### src/rtl/freq_pkg.sv
// Shared types and defaults for the frequency-meter gate sequencer.
// The run-control option in freq_gate_ctrl is enabled by defining FREQ_GATE_RUN_CTRL_EN.
package freq_pkg;

    localparam int DEF_GATE_CYCLES   = 1000;
    localparam int DEF_CLR_CYCLES    = 2;
    localparam int DEF_SETTLE_CYCLES = 4;

    typedef enum logic [2:0] {
        IDLE   = 3'd0,
        CLEAR  = 3'd1,
        GATE   = 3'd2,
        SETTLE = 3'd3,
        LATCH  = 3'd4
    } freq_state_e;

    typedef struct packed {
        logic [3:0] th;
        logic [3:0] hun;
        logic [3:0] ten;
        logic [3:0] one;
    } bcd4_t;

    function automatic int max3(input int a, input int b, input int c);
        int m;
        m = (a > b) ? a : b;
        return (m > c) ? m : c;
    endfunction

endpackage

### src/rtl/freq_digit_latch.sv
// 16-bit load-enabled result register with asynchronous active-low clear.
// Holds the four BCD digits shown on the display between measurements.
module freq_digit_latch
    import freq_pkg::*;
(
    input  logic        i_clk,
    input  logic        i_rst_n,
    input  logic        i_load,
    input  logic [15:0] i_d,
    output logic [15:0] o_q
);

    bcd4_t r_q;

    always_ff @(posedge i_clk or negedge i_rst_n) begin
        if (!i_rst_n) begin
            r_q <= '0;
        end else if (i_load) begin
            r_q <= bcd4_t'(i_d);
        end
    end

    assign o_q = r_q;

endmodule

### src/rtl/freq_gate_ctrl.sv
// Gate/clear sequencer for the 4-digit BCD pulse counter with result capture.
// Define FREQ_GATE_RUN_CTRL_EN to add the run input and an IDLE resting state.
module freq_gate_ctrl
    import freq_pkg::*;
#(
    parameter int GATE_CYCLES   = DEF_GATE_CYCLES,
    parameter int CLR_CYCLES    = DEF_CLR_CYCLES,
    parameter int SETTLE_CYCLES = DEF_SETTLE_CYCLES
) (
    input  logic       clk,
    input  logic       reset,
`ifdef FREQ_GATE_RUN_CTRL_EN
    input  logic       run,
`endif
    input  logic [3:0] deci_th,
    input  logic [3:0] deci_hun,
    input  logic [3:0] deci_ten,
    input  logic [3:0] deci,
    output logic       cnt_enable,
    output logic       cnt_reset,
    output logic [3:0] q_th,
    output logic [3:0] q_hun,
    output logic [3:0] q_ten,
    output logic [3:0] q_one,
    output logic       valid
);

    localparam int CW = $clog2(max3(GATE_CYCLES, CLR_CYCLES, SETTLE_CYCLES) + 1);
    localparam logic [CW-1:0] CLR_LAST    = CW'(CLR_CYCLES - 1);
    localparam logic [CW-1:0] GATE_LAST   = CW'(GATE_CYCLES - 1);
    localparam logic [CW-1:0] SETTLE_LAST = CW'(SETTLE_CYCLES - 1);

`ifdef FREQ_GATE_RUN_CTRL_EN
    localparam freq_state_e RESET_STATE = IDLE;
    logic w_run;
    assign w_run = run;
`else
    localparam freq_state_e RESET_STATE = CLEAR;
    logic w_run;
    assign w_run = 1'b1;
`endif

    freq_state_e   r_state;
    logic [CW-1:0] r_cnt;
    logic          r_cnt_enable;
    logic          r_cnt_reset;
    logic          r_valid;

    logic          w_load;
    logic [15:0]   w_digits;
    bcd4_t         w_q;

    // Outputs are registered alongside the state so they line up with it exactly.
    always_ff @(posedge clk or negedge reset) begin
        if (!reset) begin
            r_state      <= RESET_STATE;
            r_cnt        <= '0;
            r_cnt_enable <= 1'b0;
            r_cnt_reset  <= 1'b0;
            r_valid      <= 1'b0;
        end else begin
            r_cnt   <= r_cnt + CW'(1);
            r_valid <= 1'b0;
            case (r_state)
                IDLE: begin
                    r_cnt <= '0;
                    if (w_run) begin
                        r_state <= CLEAR;
                    end
                end
                CLEAR: begin
                    if (r_cnt == CLR_LAST) begin
                        r_state      <= GATE;
                        r_cnt        <= '0;
                        r_cnt_reset  <= 1'b1;
                        r_cnt_enable <= 1'b1;
                    end
                end
                GATE: begin
                    if (r_cnt == GATE_LAST) begin
                        r_state      <= SETTLE;
                        r_cnt        <= '0;
                        r_cnt_enable <= 1'b0;
                    end
                end
                SETTLE: begin
                    if (r_cnt == SETTLE_LAST) begin
                        r_state <= LATCH;
                        r_cnt   <= '0;
                        r_valid <= 1'b1;
                    end
                end
                LATCH: begin
                    r_cnt       <= '0;
                    r_cnt_reset <= 1'b0;
                    r_state     <= w_run ? CLEAR : IDLE;
                end
                default: begin
                    r_state      <= RESET_STATE;
                    r_cnt        <= '0;
                    r_cnt_enable <= 1'b0;
                    r_cnt_reset  <= 1'b0;
                end
            endcase
        end
    end

    // Capture on the edge that enters LATCH so q_* and valid appear together.
    assign w_load   = (r_state == SETTLE) && (r_cnt == SETTLE_LAST);
    assign w_digits = {deci_th, deci_hun, deci_ten, deci};

    logic [15:0] w_q_raw;

    freq_digit_latch u_digit_latch (
        .i_clk   (clk),
        .i_rst_n (reset),
        .i_load  (w_load),
        .i_d     (w_digits),
        .o_q     (w_q_raw)
    );

    assign w_q        = bcd4_t'(w_q_raw);
    assign q_th       = w_q.th;
    assign q_hun      = w_q.hun;
    assign q_ten      = w_q.ten;
    assign q_one      = w_q.one;
    assign cnt_enable = r_cnt_enable;
    assign cnt_reset  = r_cnt_reset;
    assign valid      = r_valid;

endmodule

### config.mk
export PLATFORM = sky130hd
export DESIGN_NAME = freq_gate_ctrl
export DESIGN_NICKNAME = d
export VERILOG_FILES = /design/src/rtl/freq_pkg.sv /design/src/rtl/freq_digit_latch.sv /design/src/rtl/freq_gate_ctrl.sv
export SDC_FILE = /design/constraint.sdc
export NUM_CORES = 1
export LEC_CHECK = 0
export CORE_MARGIN = 8
export CORE_UTILIZATION = 44
export CTS_BUF_LIST = sky130_fd_sc_hd__clkbuf_2 sky130_fd_sc_hd__clkbuf_4 sky130_fd_sc_hd__clkbuf_8
export CTS_CLUSTER_SIZE = 16
export DETAILED_ROUTE_END_ITERATION = 10
export PLACE_DENSITY = 0.73
export SLEW_MARGIN = 20
export SYNTH_ARGS = -nofsm -noshare
export SYNTH_HDL_FRONTEND = slang
export SYNTH_SLANG_ARGS = --single-unit
export TNS_END_PERCENT = 1
### constraint.sdc
create_clock -name clk -period 2.3 [get_ports clk]
set_input_delay 0.46 -clock clk [delete_from_list [all_inputs] [get_ports clk]]
set_output_delay 0.46 -clock clk [all_outputs]
set_load 0.005 [all_outputs]
==> results of run 1 <==
layer usage:
layer / vias to the layer above / wire (µm)
li1: 505 / -
met1: 537 / 1290
met2: 21 / 1710
met3: 4 / 135
met4: 0 / 38
met5: - / 0
stage by stage:
step	cells	power, mW	utilization, %
2_1_floorplan	113	0.612	-
3_3_place_gp	194	0.684	57.8
3_5_place_dp	194	0.688	57.8
4_1_cts	201	0.978	59.4
5_1_grt	201	1.02	59.4
6_report	201	0.962	59.4
cell type report:
class / instances / area (µm²)
flip-flops and latches: 32 / 802
inverters: 6 / 22.5
fillers: 270 / 1340
repair buffers: 38 / 375
well taps: 46 / 57.6
clock inverters: 1 / 5.00
clock buffers: 6 / 45.0
multi-input cells: 72 / 642
power groups by stage:
stage	clock network, mW	logic, mW	registers, mW
floorplan	0	0.0165	0.596
global placement	0	0.0893	0.595
detailed placement	0	0.0918	0.596
CTS	0.301	0.0922	0.585
global route	0.333	0.0978	0.587
finish	0.288	0.0894	0.584
state kept, by name, summed over array words and instances, names as in the netlist:
name	flops
u_digit_latch.o_q	16
valid	1
cnt_reset	1
r_cnt	10
cnt_enable	1
r_state	3
critical path, stage by stage, from the launching register on:
cell and delay [ps]:
sky130_fd_sc_hd__dfrtp_1 430, sky130_fd_sc_hd__ha_1 310, sky130_fd_sc_hd__mux2_2 290, sky130_fd_sc_hd__a311o_1 520
sky130_fd_sc_hd__a22oi_1 250
worst min path at each step:
stage	start	to	slack (ps)
finish	u_digit_latch.o_q[3]$_DFFE_PN0P_	u_digit_latch.o_q[3]$_DFFE_PN0P_	510
global route	reset	r_cnt[5]$_DFF_PN0_	540
CTS	u_digit_latch.o_q[5]$_DFFE_PN0P_	u_digit_latch.o_q[5]$_DFFE_PN0P_	520
detailed placement	u_digit_latch.o_q[5]$_DFFE_PN0P_	u_digit_latch.o_q[5]$_DFFE_PN0P_	490
global placement	u_digit_latch.o_q[3]$_DFFE_PN0P_	u_digit_latch.o_q[3]$_DFFE_PN0P_	490
floorplan	reset	cnt_enable$_DFFE_PN0P_	160
placed cells by master (no fill, tap or decap), types with 2 or more instances in the layout:
cell / Yosys / final
sky130_fd_sc_hd__a21oi_1: 6 / 6
sky130_fd_sc_hd__a22oi_1: 5 / 5
sky130_fd_sc_hd__buf_4: 0 / 2
sky130_fd_sc_hd__clkbuf_4: 0 / 6
sky130_fd_sc_hd__clkdlybuf4s50_1: 0 / 36
sky130_fd_sc_hd__dfrtp_1: 31 / 31
sky130_fd_sc_hd__ha_1: 2 / 2
sky130_fd_sc_hd__inv_1: 6 / 6
sky130_fd_sc_hd__mux2_2: 9 / 9
sky130_fd_sc_hd__mux2_4: 8 / 8
sky130_fd_sc_hd__nand2_1: 5 / 5
sky130_fd_sc_hd__nand3_1: 4 / 4
sky130_fd_sc_hd__nand4_1: 2 / 2
sky130_fd_sc_hd__nor2b_1: 2 / 2
sky130_fd_sc_hd__nor4_4: 2 / 2
sky130_fd_sc_hd__o211ai_1: 2 / 2
sky130_fd_sc_hd__o21ai_0: 2 / 2
sky130_fd_sc_hd__o31ai_1: 3 / 3
sky130_fd_sc_hd__or3_1: 2 / 2
sky130_fd_sc_hd__or4_1: 3 / 3
sky130_fd_sc_hd__xor2_1: 2 / 2
kinds of logic after synthesis:
kind of cell,synth area share (%)
DFF,53.9
and+or+nand+nor,13.2
AOI/OAI and AO/OA,11.6
muxes,14.9
buffers and inverters,2.94
xor gates and xnor gates,1.77
adders and majority gates,1.68
==> flow_summary.ini, run 1 <==
[logic_synthesis]
ys_seq_elements = 32
synth.cell_area_mm2 = 0.00149
synth_top_cell_area_share_pct = 52.1
yosysUniqueCellTypes = 34
seq_area_frac_synth_pct = 53.9
netlist_instances = 113
postSynth.topFlopCell = sky130_fd_sc_hd__dfrtp_1
synth-edff-count = 0
netlist_top_cells_area = sky130_fd_sc_hd__dfrtp_1, sky130_fd_sc_hd__mux2_4, sky130_fd_sc_hd__mux2_2
async_reset_ff_share_pct = 100
synthesis.area_per_instance_um2 = 13.2
mappedNetlistNets = 133
most_common_cell_in_the_synthesized_netlist = sky130_fd_sc_hd__dfrtp_1
yosysWarningCount = 0
yosysTopAreaCell = sky130_fd_sc_hd__dfrtp_1
synthTopCellsByCount = sky130_fd_sc_hd__dfrtp_1, sky130_fd_sc_hd__mux2_2, sky130_fd_sc_hd__mux2_4

[placement]
routabilityCongestion = 0.767
dpl_worst_slack_ps = 403
placement.cell_area_mm2 = 0.00190
port_buffers = 36

[timing]
max_freq_mhz = 525
layout_setup_ws_ps = 397
tightest_slew_ps = 479
max_slew_margin_vs_limit_pct = 68.0
total_count_of_hold_check_failures_in_the_final_report = 0
final-setup-viol-count = 0
grt_setup_unrepaired = no
period_minus_slack_ps = 1900
finalClockSkew_ps = 9.58
setup-tns-final_ps = 0
min_period_over_period_pct = 82.8
final.hold.worst_slack_ps = 512
drv_slew = 0

[drt]
vias = 1067
drt_drc_violations_left = 0
wl_um = 3170
antenna_left = 0
drtIter0Drc = 95
drt-vias-per-instance = 5.31
drt_pass1_iterations = 4
route.detailed.wl_per_inst_um = 15.8

[pwr]
worst_ir_drop_vdd_uv = 320
total_power_density_per_cell_area_mw_per_mm2 = 494
share_seq_of_total_power_pct = 60.7
swShare_pct = 20.6
clkPwrFrac_pct = 30.0
p_comb_share_pct = 9.3
total_leakage_power_nw = 0.841
switching_power_mw = 0.198
intPower_mw = 0.764

[critical_path]
end_kind = register
reg2reg_to = r_cnt[6]$_DFF_PN0_
crit_path_max_fanout = 11
end_point_of_the_critical_path = r_cnt[6]$_DFF_PN0_
cp_data_arrival_time_ps = 2120
cp.required_ps = 2520
regToRegStartpoint = r_cnt[0]$_DFF_PN0_
rr_worst_depth = 4
criticalPathCategory = reg -> reg
reg2reg_setup_slack_ps = 400
critical_path.startpoint = r_cnt[0]$_DFF_PN0_
critical_path.startpoint_type = register

[global_route]
grt.busiest_layer = met2
grt_pass1_wl_um = 5440
grt_overflow = 0
globalRouteMet3Util_pct = 3.50
via_count_of_the_first_global_routing_pass = 1136
antenna_violations_before_repair = 0
grt_start_max_net_pins = 33
globalRouteTotalUtil_pct = 12.9
grt_util_met2_pct = 22.0
groute.layer.met1.usage_pct = 14.8

[clock_tree]
buffer_type_at_the_clock_tree_root = sky130_fd_sc_hd__clkbuf_4
worstSkewPairLatency_ps = 310
tritoncts = done
post-cts-setup-buffers = 0
cts_num_sinks = 32
ctsLongestPathBuffers = 2
ctsResizeCount = 0
clk_transition_reported_paths_ps = 90
hold_buffers = 0
ctsHtreeMaxLevel = 2
cts_made_buffers = 5

[die]
die-height_um = 74.1
fp.dieArea_mm2 = 0.00550
die_x_um = 74.1
num_rows = 21
placeableCoreArea_mm2 = 0.00328
start_util_pct = 45.3
pin_count = 37

[layout]
layout-drive-gt1-share_pct = 21.3
finish.instance_area_mm2 = 0.00195
synthToLayoutAreaGrowth_pct = 31.0
antennaDiodeCount = 0
final_nets = 175

[hold_path]
hold-path-cell-count = 1
worstHoldPathType = reg -> reg

[status]
status = finished clean

[job]
maxCapViolations = 0
Note: power is estimated with default switching activity, not from simulation.
==> run 2: changes to the inputs <==
Clock period 2.3 ns to 2 ns, I/O delays scaled along.
==> flow_summary.ini, run 2 (synthesized netlist as in run 1, its figures left out) <==
[status]
status = finished clean

[placement]
dpl_worst_slack_ps = 98.1
routabilityCongestion = 0.766
dpl.hpwl_um = 2400
port_buffers = 36

[timing]
grt_setup_unrepaired = no
period_minus_slack_ps = 1890
final-setup-viol-count = 0
total_count_of_hold_check_failures_in_the_final_report = 0
max_slew_margin_vs_limit_pct = 68.3
min_period_over_period_pct = 94.6
layout_setup_ws_ps = 108
finalClockSkew_ps = 12.9
tightest_slew_ps = 475
max_freq_mhz = 528
setup-tns-final_ps = 0
drv_slew = 0

[pwr]
p_comb_share_pct = 9.2
share_seq_of_total_power_pct = 59.8
worst_ir_drop_vdd_uv = 464
swShare_pct = 21.9
clkPwrFrac_pct = 31.0
total_power_density_per_cell_area_mw_per_mm2 = 577
intPower_mw = 0.879
switching_power_mw = 0.246
total_leakage_power_nw = 0.841

[drt]
wl_um = 3290
drt_pass1_iterations = 4
vias = 1080
drt-vias-per-instance = 5.37
route.detailed.wl_per_inst_um = 16.4
antenna_left = 0
drt_drc_violations_left = 0
drtIter0Drc = 83

[clock_tree]
buffer_type_at_the_clock_tree_root = sky130_fd_sc_hd__clkbuf_4
hold_buffers = 0
ctsHtreeMaxLevel = 2
cts_num_sinks = 32
tritoncts = done
worstSkewPairLatency_ps = 330
post-cts-setup-buffers = 0
clk_transition_reported_paths_ps = 100
ctsResizeCount = 0
cts_made_buffers = 5
ctsLongestPathBuffers = 2

[critical_path]
reg2reg_setup_slack_ps = 110
cp.required_ps = 2240
cpPeakStageDelay_ps = 520
critical_path.startpoint_type = register
cpLargestDelayFamily = compound AO/OA/AOI/OAI gates
cells_along_the_critical_path = ha_1, mux2_2, a311o_1, a22oi_1
criticalPathCategory = reg -> reg
slowest_cp_cell = sky130_fd_sc_hd__a311o_1
path_buf_inv = 0
end_kind = register
crit_path_max_fanout = 11
cp_data_arrival_time_ps = 2130

[die]
pin_count = 37
placeableCoreArea_mm2 = 0.00328
fp.dieArea_mm2 = 0.00550
start_util_pct = 45.3
die_x_um = 74.1
die-height_um = 74.1
num_rows = 21

[layout]
nFillCells = 275
final_nets = 175
antennaDiodeCount = 0
final_cell_mix = sky130_fd_sc_hd__clkdlybuf4s50_1, sky130_fd_sc_hd__dfrtp_1, sky130_fd_sc_hd__mux2_2
final_core_util_pct = 59.4
largest_register_ff_count = 16
synthToLayoutAreaGrowth_pct = 31.0
layout-drive-gt1-share_pct = 21.3
leading_cell_type_in_the_layout_fill_and_taps_excluded = sky130_fd_sc_hd__clkdlybuf4s50_1

[global_route]
globalRouteTotalUtil_pct = 13.2
grt_overflow = 0
via_count_of_the_first_global_routing_pass = 1125
antenna_violations_before_repair = 0
grt_pass1_wl_um = 5480
grt_start_max_net_pins = 33

[hold_path]
worstHoldPathType = in -> async

[job]
maxCapViolations = 0
run 2: per-layer routing:
layer  wire (µm)  up-vias  track usage [%]
met1        1310      542             14.5
met5           0        -                0
met2        1760       25             22.1
met4          59        0             5.99
li1            -      507                -
met3         174        6             4.85
run 2: power groups by stage:
stage,registers [mW],logic (mW),clock network [mW]
3_5_place_dp,0.685,0.106,0
2_1_floorplan,0.685,0.0190,0
5_1_grt,0.675,0.112,0.395
6_report,0.673,0.103,0.349
4_1_cts,0.673,0.106,0.358
3_3_place_gp,0.684,0.103,0
run 2: area by class of cell:
class	count	area, µm²	share of cell area [%]
flip-flops and latches	32	802	41.1
inverters	6	22.5	1.16
clock inverters	1	5.00	0.257
repair buffers	38	375	19.3
multi-input cells	72	642	32.9
well taps	46	57.6	2.95
clock buffers	6	45.0	2.31
run 2: worst paths after layout:
path                                                   from                                to  cells after the start
min reg2reg                u_digit_latch.o_q[3]$_DFFE_PN0P_  u_digit_latch.o_q[3]$_DFFE_PN0P_                      1
max                                      r_cnt[0]$_DFF_PN0_                r_cnt[6]$_DFF_PN0_                      4
max in group asynchronous                             reset            r_state[0]$_DFFE_PN1P_                      2
min                                                   reset                r_cnt[3]$_DFF_PN0_                      2
max reg2reg                              r_cnt[0]$_DFF_PN0_                r_cnt[6]$_DFF_PN0_                      4
min in group clk           u_digit_latch.o_q[3]$_DFFE_PN0P_  u_digit_latch.o_q[3]$_DFFE_PN0P_                      1
run 2: through the flow:
stage | power (mW) | area [µm²] | hold slack [ps] | cells
final | 1.13 | 1950 | 445 | 201
after detailed placement | 0.791 | 1900 | 498 | 194
after CTS | 1.14 | 1950 | 459 | 201
after global routing | 1.18 | 1950 | 462 | 201
after global placement | 0.787 | 1900 | 488 | 194
after floorplan | 0.704 | 1490 | 104 | 113
==> run 3: changes to the inputs <==
Settings changed: CORE_MARGIN 8 to 2.
==> flow_summary.ini, run 3 (synthesized netlist as in run 1, its figures left out) <==
[critical_path]
regToRegStartpoint = r_cnt[2]$_DFF_PN0_
rr_worst_depth = 3
end_kind = register
crit_path_max_fanout = 18
cp.required_ps = 2210
critical_path.startpoint_type = register
reg2reg_to = u_digit_latch.o_q[15]$_DFFE_PN0P_
cells_along_the_critical_path = nor4_4, nand4_4, mux2_4
cpPeakStageDelay_ps = 480
reg2reg_setup_slack_ps = 120
slowest_cp_cell = sky130_fd_sc_hd__dfrtp_1
cp_data_arrival_time_ps = 2090
criticalPathCategory = reg -> reg

[pwr]
swShare_pct = 20.5
worst_ir_drop_vdd_uv = 403
intPower_mw = 0.997
switching_power_mw = 0.257
total_power_density_per_cell_area_mw_per_mm2 = 631
total_leakage_power_nw = 0.855
share_seq_of_total_power_pct = 53.6
clkPwrFrac_pct = 38.3
p_comb_share_pct = 8.1

[global_route]
globalRouteTotalUtil_pct = 16.6
grt_pass1_wl_um = 5080
grt_start_max_net_pins = 33
antenna_violations_before_repair = 0
via_count_of_the_first_global_routing_pass = 1125
grt_overflow = 0

[clock_tree]
hold_buffers = 0
ctsLongestPathBuffers = 2
clk_transition_reported_paths_ps = 100
tritoncts = done
cts_num_sinks = 32
buffer_type_at_the_clock_tree_root = sky130_fd_sc_hd__clkbuf_4
cts_made_buffers = 5
ctsResizeCount = 0
worstSkewPairLatency_ps = 320
ctsHtreeMaxLevel = 2
post-cts-setup-buffers = 0

[timing]
max_freq_mhz = 531
setup-tns-final_ps = 0
period_minus_slack_ps = 1880
tightest_slew_ps = 452
total_count_of_hold_check_failures_in_the_final_report = 0
grt_setup_unrepaired = no
finalClockSkew_ps = 8.50
drv_slew = 0
final-setup-viol-count = 0
max_slew_margin_vs_limit_pct = 69.9
min_period_over_period_pct = 94.1

[layout]
final_nets = 176
layout-drive-gt1-share_pct = 22.3
largest_register_ff_count = 16
leading_cell_type_in_the_layout_fill_and_taps_excluded = sky130_fd_sc_hd__clkdlybuf4s50_1
final_cell_mix = sky130_fd_sc_hd__clkdlybuf4s50_1, sky130_fd_sc_hd__dfrtp_1, sky130_fd_sc_hd__mux2_2
nFillCells = 276
final_core_util_pct = 60.5
synthToLayoutAreaGrowth_pct = 33.6
antennaDiodeCount = 0

[drt]
antenna_left = 0
wl_um = 2880
drt-vias-per-instance = 5.45
drt_pass1_iterations = 4
drt_drc_violations_left = 0
route.detailed.wl_per_inst_um = 14.2
vias = 1106
drtIter0Drc = 27

[status]
status = finished clean

[hold_path]
worstHoldPathType = in -> async

[die]
die-height_um = 62.1
start_util_pct = 45.3
num_rows = 21
die_x_um = 62.1
pin_count = 37
placeableCoreArea_mm2 = 0.00328
fp.dieArea_mm2 = 0.00386

[placement]
port_buffers = 36
dpl.hpwl_um = 2080
routabilityCongestion = 0.784

[job]
maxCapViolations = 0
[run 3: power by group through the flow]
stage / Combinational, mW / Sequential [mW] / Clock [mW]
4_1_cts: 0.105 / 0.672 / 0.498
3_3_place_gp: 0.101 / 0.684 / 0
2_1_floorplan: 0.0190 / 0.685 / 0
6_report: 0.102 / 0.672 / 0.480
3_5_place_dp: 0.104 / 0.685 / 0
5_1_grt: 0.111 / 0.675 / 0.533
[run 3: cell type report]
type | instances | area [µm²] | area share [%]
multi-input cells | 72 | 642 | 32.3
well taps | 46 | 57.6 | 2.90
repair buffers | 39 | 383 | 19.3
clock inverters | 3 | 42.5 | 2.14
flip-flops and latches | 32 | 802 | 40.4
clock buffers | 5 | 37.5 | 1.89
inverters | 6 | 22.5 | 1.13
[run 3: how the worst max path moves through the flow]
stage	endpoint	cells after the start	startpoint	slack (ps)
detailed placement	u_digit_latch.o_q[0]$_DFFE_PN0P_	3	r_cnt[2]$_DFF_PN0_	100
CTS	u_digit_latch.o_q[0]$_DFFE_PN0P_	3	r_cnt[2]$_DFF_PN0_	100
finish	u_digit_latch.o_q[15]$_DFFE_PN0P_	3	r_cnt[2]$_DFF_PN0_	120
global route	r_cnt[8]$_DFF_PN0_	4	r_cnt[0]$_DFF_PN0_	10
floorplan	r_cnt[5]$_DFF_PN0_	5	r_cnt[0]$_DFF_PN0_	310
global placement	u_digit_latch.o_q[4]$_DFFE_PN0P_	3	r_cnt[2]$_DFF_PN0_	150
[run 3: stage by stage]
| stage | cells | hold WS, ps | power (mW) | worst slack, ps | area, µm² |
|---|---|---|---|---|---|
| floorplan | 113 | 104 | 0.704 | 307 | 1490 |
| global placement | 195 | 488 | 0.785 | 148 | 1910 |
| detailed placement | 195 | 495 | 0.788 | 103 | 1910 |
| CTS | 203 | 472 | 1.27 | 96.2 | 1990 |
| global route | 203 | 491 | 1.32 | 10.6 | 1990 |
| finish | 203 | 458 | 1.25 | 118 | 1990 |
[run 3: critical path: cells and delay by family (launching register included)]
kind | cells | cell delay (ps)
AND/OR/NAND/NOR | 2 | 880
multiplexers | 1 | 410
flip-flops | 1 | 480
[run 3: routing by layer]
| layer | vias up | wire (µm) | track usage [%] |
|---|---|---|---|
| met2 | 25 | 1500 | 27.7 |
| met4 | 0 | 44 | 8.33 |
| met5 | - | 0 | 0 |
| li1 | 514 | - | - |
| met1 | 562 | 1230 | 19.4 |
| met3 | 5 | 103 | 5.25 |
